`src/rtl/irq_priority_controller.sv`:
```
// Two-level interrupt controller: synchronises and edge-captures peripheral
// interrupt lines, qualifies them with CSR enables/priorities, arbitrates a
// single winner and tracks low/high/nested service state across iret.
module irq_priority_controller #(
  parameter int unsigned N_SRC = 8,
  parameter int unsigned ID_W  = 3
) (
  input  logic             clk,
  input  logic             rst_n,
  input  logic [N_SRC-1:0] irq_src,
  input  logic [N_SRC-1:0] int_en,
  input  logic [N_SRC-1:0] int_prio,
  input  logic             gie,
  input  logic [N_SRC-1:0] pend_clr,
  input  logic             irq_ack,
  input  logic             iret,
  output logic             irq_req,
  output logic [ID_W-1:0]  irq_id,
  output logic             irq_high,
  output logic [N_SRC-1:0] pending,
  output logic [1:0]       svc_state
);

  typedef enum logic [1:0] {
    IDLE   = 2'b00,
    LOW    = 2'b01,
    HIGH   = 2'b10,
    NESTED = 2'b11
  } svc_t;

  svc_t             state_q;
  svc_t             state_d;
  svc_t             after_iret;

  logic [N_SRC-1:0] sync1;
  logic [N_SRC-1:0] sync2;
  logic [N_SRC-1:0] hist;
  logic [N_SRC-1:0] edge_det;
  logic [N_SRC-1:0] ack_mask;
  logic [N_SRC-1:0] pending_d;

  logic [N_SRC-1:0] elig;
  logic [N_SRC-1:0] elig_hi;
  logic [N_SRC-1:0] elig_lo;
  logic [ID_W-1:0]  win_id;
  logic             win_high;

  logic             accept;
  logic             withdraw;
  logic             raise;
  logic             req_d;
  logic [ID_W-1:0]  id_d;
  logic             high_d;

  // Two-flop synchroniser plus history flop for rising-edge detection
  always_ff @(posedge clk or negedge rst_n) begin
    if (!rst_n) begin
      sync1 <= '0;
      sync2 <= '0;
      hist  <= '0;
    end else begin
      sync1 <= irq_src;
      sync2 <= sync1;
      hist  <= sync2;
    end
  end

  assign edge_det = sync2 & ~hist;
  assign accept   = irq_ack & irq_req;
  assign ack_mask = accept ? (N_SRC'(1) << irq_id) : '0;

  // A fresh edge wins over a clear landing in the same cycle
  assign pending_d = (pending & ~(pend_clr | ack_mask)) | edge_det;

  // Pending flags
  always_ff @(posedge clk or negedge rst_n) begin
    if (!rst_n) begin
      pending <= '0;
    end else begin
      pending <= pending_d;
    end
  end

  assign elig    = pending & int_en & {N_SRC{gie}};
  assign elig_hi = elig & int_prio;
  assign elig_lo = elig & ~int_prio;

  // Fixed-priority arbiter: high class first, lowest index within a class
  always_comb begin
    win_id   = '0;
    win_high = 1'b0;
    for (int i = N_SRC - 1; i >= 0; i--) begin
      if (elig_lo[i]) win_id = ID_W'(i);
    end
    if (|elig_hi) begin
      win_high = 1'b1;
      for (int i = N_SRC - 1; i >= 0; i--) begin
        if (elig_hi[i]) win_id = ID_W'(i);
      end
    end
  end

  // Service state register
  always_ff @(posedge clk or negedge rst_n) begin
    if (!rst_n) begin
      state_q <= IDLE;
    end else begin
      state_q <= state_d;
    end
  end

  // Next service state: iret is applied first, then an accepted ack
  always_comb begin
    after_iret = state_q;
    state_d    = state_q;
    if (iret) begin
      case (state_q)
        NESTED:    after_iret = LOW;
        HIGH, LOW: after_iret = IDLE;
        default:   after_iret = state_q;
      endcase
    end
    state_d = after_iret;
    if (accept) begin
      case (after_iret)
        IDLE:    state_d = irq_high ? HIGH : LOW;
        LOW:     state_d = NESTED;
        default: state_d = after_iret;
      endcase
    end
  end

  // Request next-value logic: raise, freeze, withdraw and ack
  always_comb begin
    req_d    = irq_req;
    id_d     = irq_id;
    high_d   = irq_high;
    // A pend_clr on the frozen source counts as leaving eligibility at once
    withdraw = irq_req & ~accept & (~elig[irq_id] | pend_clr[irq_id]);
    raise    = ((state_q == IDLE) && (|elig)) ||
               ((state_q == LOW)  && (|elig_hi));
    if (irq_req) begin
      if (accept || withdraw) req_d = 1'b0;
    end else if (raise) begin
      req_d  = 1'b1;
      id_d   = win_id;
      high_d = win_high;
    end
  end

  // Registered request outputs
  always_ff @(posedge clk or negedge rst_n) begin
    if (!rst_n) begin
      irq_req  <= 1'b0;
      irq_id   <= '0;
      irq_high <= 1'b0;
    end else begin
      irq_req  <= req_d;
      irq_id   <= id_d;
      irq_high <= high_d;
    end
  end

  assign svc_state = state_q;

endmodule

```
`config.mk`:
```
export PLATFORM = sky130hd
export DESIGN_NAME = irq_priority_controller
export DESIGN_NICKNAME = d
export VERILOG_FILES = /design/src/rtl/irq_priority_controller.sv
export SDC_FILE = /design/constraint.sdc
export NUM_CORES = 1
export LEC_CHECK = 0
export ABC_AREA = 0
export CAP_MARGIN = 20
export CORE_MARGIN = 8
export CORE_UTILIZATION = 50
export CTS_CLUSTER_SIZE = 8
export DETAILED_ROUTE_END_ITERATION = 16
export PLACE_DENSITY = 0.87
export SLEW_MARGIN = 20
export SYNTH_ARGS = -nofsm -noshare
export SYNTH_HDL_FRONTEND = slang
export SYNTH_SLANG_ARGS = --single-unit
export TNS_END_PERCENT = 5
```
`constraint.sdc`:
```
create_clock -name clk -period 3.1 [get_ports clk]
set_input_delay 0.465 -clock clk [delete_from_list [all_inputs] [get_ports clk]]
set_output_delay 0.465 -clock clk [all_outputs]
set_load 0.05 [all_outputs]
```
## Word level (Yosys, flattened, before mapping)

Index checks and enable logic that the tools add are counted.

| word-level totals | value |
|---|---|
| output and inout bits | 15 |
| bits in registers | 39 |
| input bits | 37 |
| logic and storage cells | 73 |

| cells by class | value |
|---|---|
| reductions and logical operators | 10 |
| eq/ne operators | 4 |
| shift operators | 1 |
| multiplexer cells | 31 |
| magnitude comparators | 1 |
| bitwise operators | 18 |

Operators with widths:

| kind | count |
|---|---|
| $mux W3 | 17 |
| $and A8 B8 Y8 | 6 |
| $not A8 Y8 | 3 |
| $or A8 B8 Y8 | 2 |
| $reduce_or A8 Y1 | 2 |
| $mux W8 | 1 |
| $pmux W2 S2 | 2 |
| $shl A1 B3 Y8 const A | 1 |
| $bmux W1 S3 | 2 |
| $mux W1 | 6 |
| $mux W2 | 3 |
| $eq A2 B1 Y1 const B | 2 |
| $eq A2 B2 Y1 const B | 2 |
| $logic_not A2 Y1 | 2 |
| $lt A3 B4 Y1 const B | 1 |
| $and A1 B1 Y1 | 3 |
| $not A1 Y1 | 3 |
| $logic_and A1 B1 Y1 | 2 |
| $logic_or A1 B1 Y1 | 2 |
| $reduce_and A2 Y1 | 1 |
| $reduce_or A2 Y1 | 1 |
| $or A1 B1 Y1 | 1 |

## Depth between registers and ports, before layout

Gate-level depths: netlist (run 1).

| logic depth | value |
|---|---|
| word-level depth | 20 |
| gate-level depth with buffers | 8 |
| depth with buffers taken out | 6 |

## Worst setup path after synthesis (run 1)

Ideal clock, no wire load.

| timing path | value |
|---|---|
| path type | flip-flop to flip-flop |
| from | reg pending[1] |
| to | reg irq_req |
| path slack | 1.345 ns |
| stages on the path, launching flop included | 7 |
| arrival | 1.620 ns |
| path buffers | 0 |
| data required time | 2.965 ns |
| clock period less this slack | 1.755 ns |
| setup time | 0.135 ns |
| cell sequence | dfrtp_1 a22oi_1 nand4_1 o221ai_1 nor2_1 nor2_1 o21ai_0 |

| on the way | value |
|---|---|
| longest elaborated chain between the ends | 10 |
| elaborated cells between the ends (all ways) | 17 |
| classes of those cells | 5 x mux; 6 x bitwise; 6 x reduce/logical |

RTL lines:

| what | RTL line | source |
|---|---|---|
| start: declaration | 20 | `output logic [N_SRC-1:0] pending,` |
| start signal: assignment | 80 | `pending <= pending_d;` |
| $and A8 B8 Y8 * (2 in a row) | 84 | `assign elig = pending & int_en & {N_SRC{gie}};` |
| $bmux W1 S3 | 139 | `withdraw = irq_req & ~accept & (~elig[irq_id] \| pend_clr[irq_id]);` |
| $mux W1 (implied by the code) | 139 |  |
| $not A1 Y1 | 139 |  |
| $or A1 B1 Y1 | 139 |  |
| $and A1 B1 Y1 | 139 |  |
| $logic_or A1 B1 Y1 | 143 | `if (accept \|\| withdraw) req_d = 1'b0;` |
| $mux W1 | 143 |  |
| $mux W1 * | 142 | `if (irq_req) begin` |
| via req_d | 51 | `logic req_d;` |
| end signal: assignment | 158 | `irq_req <= req_d;` |
| end: declaration | 17 | `output logic irq_req,` |

The timed path passes the listed nets; every way through them passes the cells marked *. The select of a mux whose other input is x is not followed.
A chain may end at the register's enable or synchronous reset.

## Worst setup path after layout (run 1)

| timing path | value |
|---|---|
| from | reg irq_id[1] |
| to | out irq_id[1] |

RTL lines:

| what | RTL line | source |
|---|---|---|
| start: declaration | 18 | `output logic [ID_W-1:0] irq_id,` |
| start signal: assignment | 159 | `irq_id <= id_d;` |

No word-level cell between the ends.

==> impl_summary.txt, run 1 <==
----------------------------------------------------
[Run status]
  Outcome ... complete, no violations

[Finish]
  Highest-count cells in the layout ignoring fill and taps ... sky130_fd_sc_hd__clkdlybuf4s50_1, sky130_fd_sc_hd__dfrtp_1, sky130_fd_sc_hd__nor2_1
  Area growth from synthesis to layout ... 33.12%
  Ant. Diodes ... 0
  Final core occ ... 70.13%
  Multi-input gate area ... 701.9 sq um
  Commonest non-fill, non-tap cell in the layout ... sky130_fd_sc_hd__clkdlybuf4s50_1
  Number of fill cells in the layout ... 285
  Sequential cell area ... 975.9 sq um
  Share of layout cells above drive strength 1 ... 7.759%
  Final Net Count ... 268

[Setup path]
  Number of buffer and inverter stages on the critical path ... 1
  Setup Crit Path Kind ... flip-flop to output port
  Largest delay share family, worst path ... buffers and inverters
  CP max FO ... 15
  Critical Path End ... irq_id[1]
  Crit end category ... output port
  Cell count of the worst reg-to-reg path ... 6
  Arr. time, crit path ... 1930 ps
  Critical path origin ... irq_id[1]
  Data required time at the worst endpoint ... 2630 ps
  R2R Path Start ... svc_state[0]
  Flop-to-flop setup slack ... 1290 ps
  Critical R2R Capture ... irq_req
  Maximum cell stage delay along the critical path ... 900 ps
  Stages on the worst setup path ... 1
  Standard cell with the maximum stage delay on the critical path ... sky130_fd_sc_hd__clkdlybuf4s50_1
  Cell chain of the critical path ... clkdlybuf4s50_1
  Element type at the critical path start ... flip-flop

[Routing]
  Detail-routed net length per standard cell ... 16.86 microns
  Total iterations of the first detailed-routing run ... 4
  Final wirelength ... 4688 microns
  Top Layer Used ... met4
  Routed wl met3 ... 438 microns
  Post-route ant nets ... 0
  Vias per cell ... 5.676
  Met2 wirelength from detailed routing ... 2111 microns
  Detailed router's first-iteration violation count ... 149
  Total via count after detailed routing ... 1578
  DRT met1 WL ... 2022 microns
  Count of unresolved DRC violations after routing ... 0

[Synth]
  Synthesized flop and latch total ... 39
  Main synth FF type ... sky130_fd_sc_hd__dfrtp_1
  Number of distinct standard cells referenced by the synthesized netlist ... 33
  Number of nets produced by synthesis ... 215
  Post-synthesis instance area ... 1772 sq um
  Top cells by area in the synthesized netlist ... sky130_fd_sc_hd__dfrtp_1, sky130_fd_sc_hd__nand4_1, sky130_fd_sc_hd__o21ai_0
  Share of synthesized area occupied by flip-flops and latches ... 55.08%
  Average cell area after synthesis ... 9.953 sq um
  Share of flip-flops with an asynchronous set or reset ... 100.0%
  Share of the synthesized area in the top cell type ... 55.08%
  Yosys warns ... 0
  Dominant cell type by area after synthesis ... sky130_fd_sc_hd__dfrtp_1
  Synthesized instance count ... 178
  Number of flops mapped to enable cells by yosys ... 0

[Placement]
  HPWL after detailed placement ... 3681 microns
  Placer Congestion ... 0.8761
  Number of port buffers ... 51

[Global routing]
  Antenna violations before repair ... 0
  Remaining global-route overflow ... 0
  Total global routing track utilization ... 17.34%
  Wire length of the first global-routing pass ... 7396 microns
  Number of global-route vias before repair ... 1548
  Largest net degree at the start of global routing ... 40

[CTS]
  Count of clock tree sinks ... 39
  Latest clock arrival within the worst-skew pair ... 340 ps
  Clock-pin transition on the worst setup and hold timing paths ... 120 ps
  Number of buffers inserted by hold repair at cts ... 0
  Post-CTS resize count ... 0
  Root buffer selected by CTS ... sky130_fd_sc_hd__clkbuf_4
  Number of H-tree levels ... 2
  Number of setup buffers added after CTS ... 0
  Clock tree from TritonCTS ... done
  CTS buffer count ... 5
  Number of buffers on the longest clock path ... 2

[Min path]
  Hold Path Class ... input pin to async pin

[Timing]
  Worst-margin pin slew ... 812.8 ps
  Unrepaired setup endpoints after global routing ... false
  Clock Skew ... 8.073 ps
  Achievable frequency ... 0.4177 GHz
  Final min period ... 2394 ps
  Setup violators final ... 0
  Period utilisation layout ... 77.22%
  Slew HR ... 45.81%
  Total count of max-transition violations in the final report ... 0
  Number of failing hold endpoints at the final stage ... 0
  TNS Setup ... 0 ps

[Power and ir drop]
  Pleak ... 0.001018 uW
  Peak VDD IR ... 541.8 uV
  Power Density ... 670.4 nW/um^2

[Floorplan]
  I/O pins ... 52
  Die area ... 5704 sq um
  Die outline height ... 75.53 microns
  Area of the core ... 3363 sq um
  Floorplan die width ... 75.53 microns
  Initial core utilization ... 52.68%
  Number of cell rows ... 21

[Job]
  Max cap viols ... 0

----------------------------------------------------
## through the flow
step | instance area (sq um) | cells | worst slack [ps] | total power [uW] | hold slack [ps]
2_1_floorplan | 1772 | 178 | 1345 | 1085 | 169.4
3_3_place_gp | 2301 | 270 | 432.0 | 1338 | 332.8
3_5_place_dp | 2301 | 270 | 489.5 | 1341 | 336.2
4_1_cts | 2359 | 278 | 685.7 | 1597 | 211.8
5_1_grt | 2359 | 278 | 600.3 | 1679 | 259.9
6_report | 2359 | 278 | 706.2 | 1581 | 190.9
## metal layers
layer,GRT usage (%),vias to the layer above
met1,21.62,739
met4,9.382,0
met5,0,-
met3,4.737,10
li1,-,760
met2,26.65,69
## area by class of cell
type / instances / share of cell area, %
Sequential cell: 39 / 41.38
Multi-Input combinational cell: 118 / 29.76
Timing Repair Buffer: 51 / 21.43
Inverter: 16 / 2.546
Tap cell: 46 / 2.440
Clock buffer: 5 / 1.592
Clock inverter: 3 / 0.8488
## report_power, final
group / leakage, uW / total [uW] / switching [uW] / internal [uW]
Clock: 0.0000272 / 251 / 165 / 86.5
Combinational: 0.000527 / 629 / 390 / 239
Sequential: 0.000464 / 701 / 122 / 578
Total: 0.00102 / 1580 / 678 / 903
## cells in the mapped netlist (all sizes together) (2+ instances only)
cell type	n
o32ai	2
clkbuf	3
o22ai	2
a211oi	6
buf	2
and4b	5
a21oi	8
nand2b	6
nor2b	3
nor4	2
dfrtp	39
nand2	15
nand4	11
nor2	17
o311ai	2
o21ai	14
nand3	6
nor3	7
inv	16
## state kept, by name, summed over array words and instances, names as in the netlist
register / cells
irq_id: 3
pending: 8
svc_state: 2
irq_high: 1
sync2: 8
hist: 8
sync1: 8
irq_req: 1
## cells by family (layout without fill, tap and decap cells)
group,Yosys count,in the layout,share of synthesized area [%]
flops,39,39,55.08
buf+inv,21,75,5.297
simple gates,73,73,22.03
compound gates,45,45,17.59
## worst min-delay path by stage
stage | end | slack, ps | startpoint | depth (start not counted)
floorplan | hist[0] | 170 | rst_n | 0
global placement | sync2[7] | 330 | sync1[7] | 0
detailed placement | sync2[7] | 340 | sync1[7] | 0
CTS | irq_high | 210 | rst_n | 1
global route | svc_state[0] | 260 | rst_n | 1
finish | irq_high | 190 | rst_n | 1
Power figures use the tool's default switching activity.
==> inputs of run 2 (changes only) <==
--- a/config.mk
+++ b/config.mk
@@ -8,10 +8,10 @@
 export ABC_AREA = 0
 export CAP_MARGIN = 20
 export CORE_MARGIN = 8
-export CORE_UTILIZATION = 50
+export CORE_UTILIZATION = 42
 export CTS_CLUSTER_SIZE = 8
 export DETAILED_ROUTE_END_ITERATION = 16
-export PLACE_DENSITY = 0.87
+export PLACE_DENSITY = 0.78
 export SLEW_MARGIN = 20
 export SYNTH_ARGS = -nofsm -noshare
 export SYNTH_HDL_FRONTEND = slang
==> constraint.sdc (replaced) <==
create_clock -name clk -period 2 [get_ports clk]
set_input_delay 0.3 -clock clk [delete_from_list [all_inputs] [get_ports clk]]
set_output_delay 0.3 -clock clk [all_outputs]
set_load 0.05 [all_outputs]
==> run 2 against run 1 <==
  * Clock skew is 3.8 ps lower
  * Clock-buffer cell count stayed put
  * Die area increased by 15%
  * Non-clock buffer count is 14 higher
  * Core utilization decreased by 8.0 points
  * Critical path depth unchanged
==> impl_summary.txt, run 2 (synthesis results as in run 1) <==
----------------------------------------------------
[Setup path]
  Setup Crit Path Kind ... flip-flop to output port
  Data required time at the worst endpoint ... 1700 ps (-930 ps)
  Maximum cell stage delay along the critical path ... 850 ps (-50 ps)
  Arr. time, crit path ... 1590 ps (-340 ps)
  Element type at the critical path start ... flip-flop
  CP max FO ... 5 (-10)
  Largest delay share family, worst path ... buffers and inverters
  Number of buffer and inverter stages on the critical path ... 1 (unchanged)
  Crit end category ... output port
  Cell chain of the critical path ... clkdlybuf4s50_1
  Standard cell with the maximum stage delay on the critical path ... sky130_fd_sc_hd__clkdlybuf4s50_1

[Routing]
  Count of unresolved DRC violations after routing ... 0 (unchanged)
  Total via count after detailed routing ... 1616 (+2.4%)
  Final wirelength ... 4705 microns (+0.36%)
  Routed wl met3 ... 396 microns (-9.6%)
  Post-route ant nets ... 0 (unchanged)
  DRT met1 WL ... 1907 microns (-5.7%)
  Top Layer Used ... met4
  Detail-routed net length per standard cell ... 15.90 microns (-5.7%)
  Vias per cell ... 5.459 (-3.8%)
  Detailed router's first-iteration violation count ... 140 (-6.0%)
  Total iterations of the first detailed-routing run ... 5 (+1)
  Met2 wirelength from detailed routing ... 2254 microns (+6.8%)

[Placement]
  HPWL after detailed placement ... 3652 microns (-0.79%)
  Placer Congestion ... 0.9249 (+5.6%)
  Cell Count Post-Placement ... 288 (+6.7%)
  Setup slack after placement ... -63.30 ps (-552.8 ps)
  Number of port buffers ... 51 (unchanged)

[Run status]
  Outcome ... complete, no violations

[Timing]
  Number of failing hold endpoints at the final stage ... 0 (unchanged)
  Period utilisation layout ... 94.73%
  Total count of max-transition violations in the final report ... 0 (unchanged)
  Slew HR ... 65.21% (+19 points)
  Worst-margin pin slew ... 520.2 ps (-292.6 ps)
  Clock Skew ... 4.303 ps (-3.771 ps)
  Final min period ... 1895 ps
  Worst setup slack after layout ... 105.5 ps (-600.7 ps)
  Unrepaired setup endpoints after global routing ... false
  Setup violators final ... 0 (unchanged)
  Achievable frequency ... 0.5278 GHz
  Worst-case hold slack ... 50.72 ps (-140.2 ps)

[CTS]
  Number of buffers on the longest clock path ... 2 (unchanged)
  Number of setup buffers added after CTS ... 0 (unchanged)
  Root buffer selected by CTS ... sky130_fd_sc_hd__clkbuf_8
  Number of buffers inserted by hold repair at cts ... 0 (unchanged)
  CTS buffer count ... 5 (unchanged)
  Latest clock arrival within the worst-skew pair ... 290 ps (-50 ps)
  Clock-pin transition on the worst setup and hold timing paths ... 80 ps (-40 ps)
  Count of clock tree sinks ... 39 (unchanged)
  Clock tree from TritonCTS ... done
  Number of H-tree levels ... 2 (unchanged)
  Post-CTS resize count ... 0 (unchanged)

[Floorplan]
  I/O pins ... 52 (unchanged)
  Die outline height ... 80.95 microns (+7.2%)
  Initial core utilization ... 43.98% (-8.7 points)
  Number of cell rows ... 23 (+9.5%)
  Die area ... 6553 sq um (+15%)
  Floorplan die width ... 80.95 microns (+7.2%)
  Area of the core ... 4029 sq um (+20%)

[Min path]
  Hold Path Class ... input pin to async pin

[Finish]
  Final Net Count ... 282 (+5.2%)
  Share of layout cells above drive strength 1 ... 14.63% (+6.9 points)
  Commonest non-fill, non-tap cell in the layout ... sky130_fd_sc_hd__clkdlybuf4s50_1
  Layout Cells excl Fill ... 296 (+6.5%)
  Area growth from synthesis to layout ... 41.24%
  Highest-count cells in the layout ignoring fill and taps ... sky130_fd_sc_hd__clkdlybuf4s50_1, sky130_fd_sc_hd__dfrtp_1, sky130_fd_sc_hd__nor2_1, sky130_fd_sc_hd__buf_4, sky130_fd_sc_hd__inv_1
  Number of fill cells in the layout ... 342 (+20%)
  Ant. Diodes ... 0 (unchanged)

[Job]
  Max cap viols ... 0 (unchanged)

[Global routing]
  Antenna violations before repair ... 0 (unchanged)
  Largest net degree at the start of global routing ... 40 (unchanged)
  Total global routing track utilization ... 14.76% (-2.6 points)
  Wire length of the first global-routing pass ... 7507 microns (+1.5%)
  Remaining global-route overflow ... 0 (unchanged)
  Number of global-route vias before repair ... 1627 (+5.1%)

[Power and ir drop]
  Power Density ... 1044 nW/um^2 (+56%)
  Pleak ... 0.001104 uW (+8.4%)
  Peak VDD IR ... 586.8 uV (+8.3%)

----------------------------------------------------
[run 2: cell types whose count changed in the layout (fill, tap and decap cells not counted)]
cell and delta:
sky130_fd_sc_hd__buf_4 +17, sky130_fd_sc_hd__clkbuf_4 -5, sky130_fd_sc_hd__clkbuf_8 +5, sky130_fd_sc_hd__clkdlybuf4s50_1 -4
sky130_fd_sc_hd__buf_12 +1
[run 2: where the power goes]
group / switching, uW / internal, uW
clock: 275 / 242
sequential: 170 / 897
combinational: 625 / 402
[run 2: area by class of cell]
cell class | count | area (sq um) | area share (%)
Clock buffer | 5 | 68.82 | 2.750
Clock inverter | 3 | 20.02 | 0.8000
Inverter | 16 | 60.06 | 2.400
Multi-Input combinational cell | 118 | 701.9 | 28.05
Sequential cell | 39 | 975.9 | 39.00
Tap cell | 50 | 62.56 | 2.500
Timing Repair Buffer | 65 | 613.1 | 24.50
[run 2: per-stage QoR]
stage                     power, uW  TNS [ps]  util (%)  area [sq um]
final                          2612         0     62.11          2502
after global routing           2765         0     62.11          2502
after CTS                      2638         0     62.11          2502
after detailed placement       2110    -105.7     59.91          2414
after global placement         2095    -41.57     59.91          2414
after floorplan                1681         0         -          1772
[run 2: final timing paths]
path	slack [ps]	from	depth (start not counted)	to
setup / recovery	110	pending[2]	1	pending[2]
hold / removal	50	rst_n	2	irq_id[2]
setup reg to reg	350	pending[3]	6	irq_req
hold reg to reg	340	sync1[7]	0	sync2[7]
max in group asynchronous	1600	rst_n	2	sync1[0]
min in group clk	340	sync1[7]	0	sync2[7]
[run 2: routing by layer]
layer | vias up | global-route usage [%]
li1 | 779 | -
met1 | 755 | 17.09
met2 | 68 | 23.90
met3 | 14 | 4.636
met4 | 0 | 8.036
met5 | - | 0
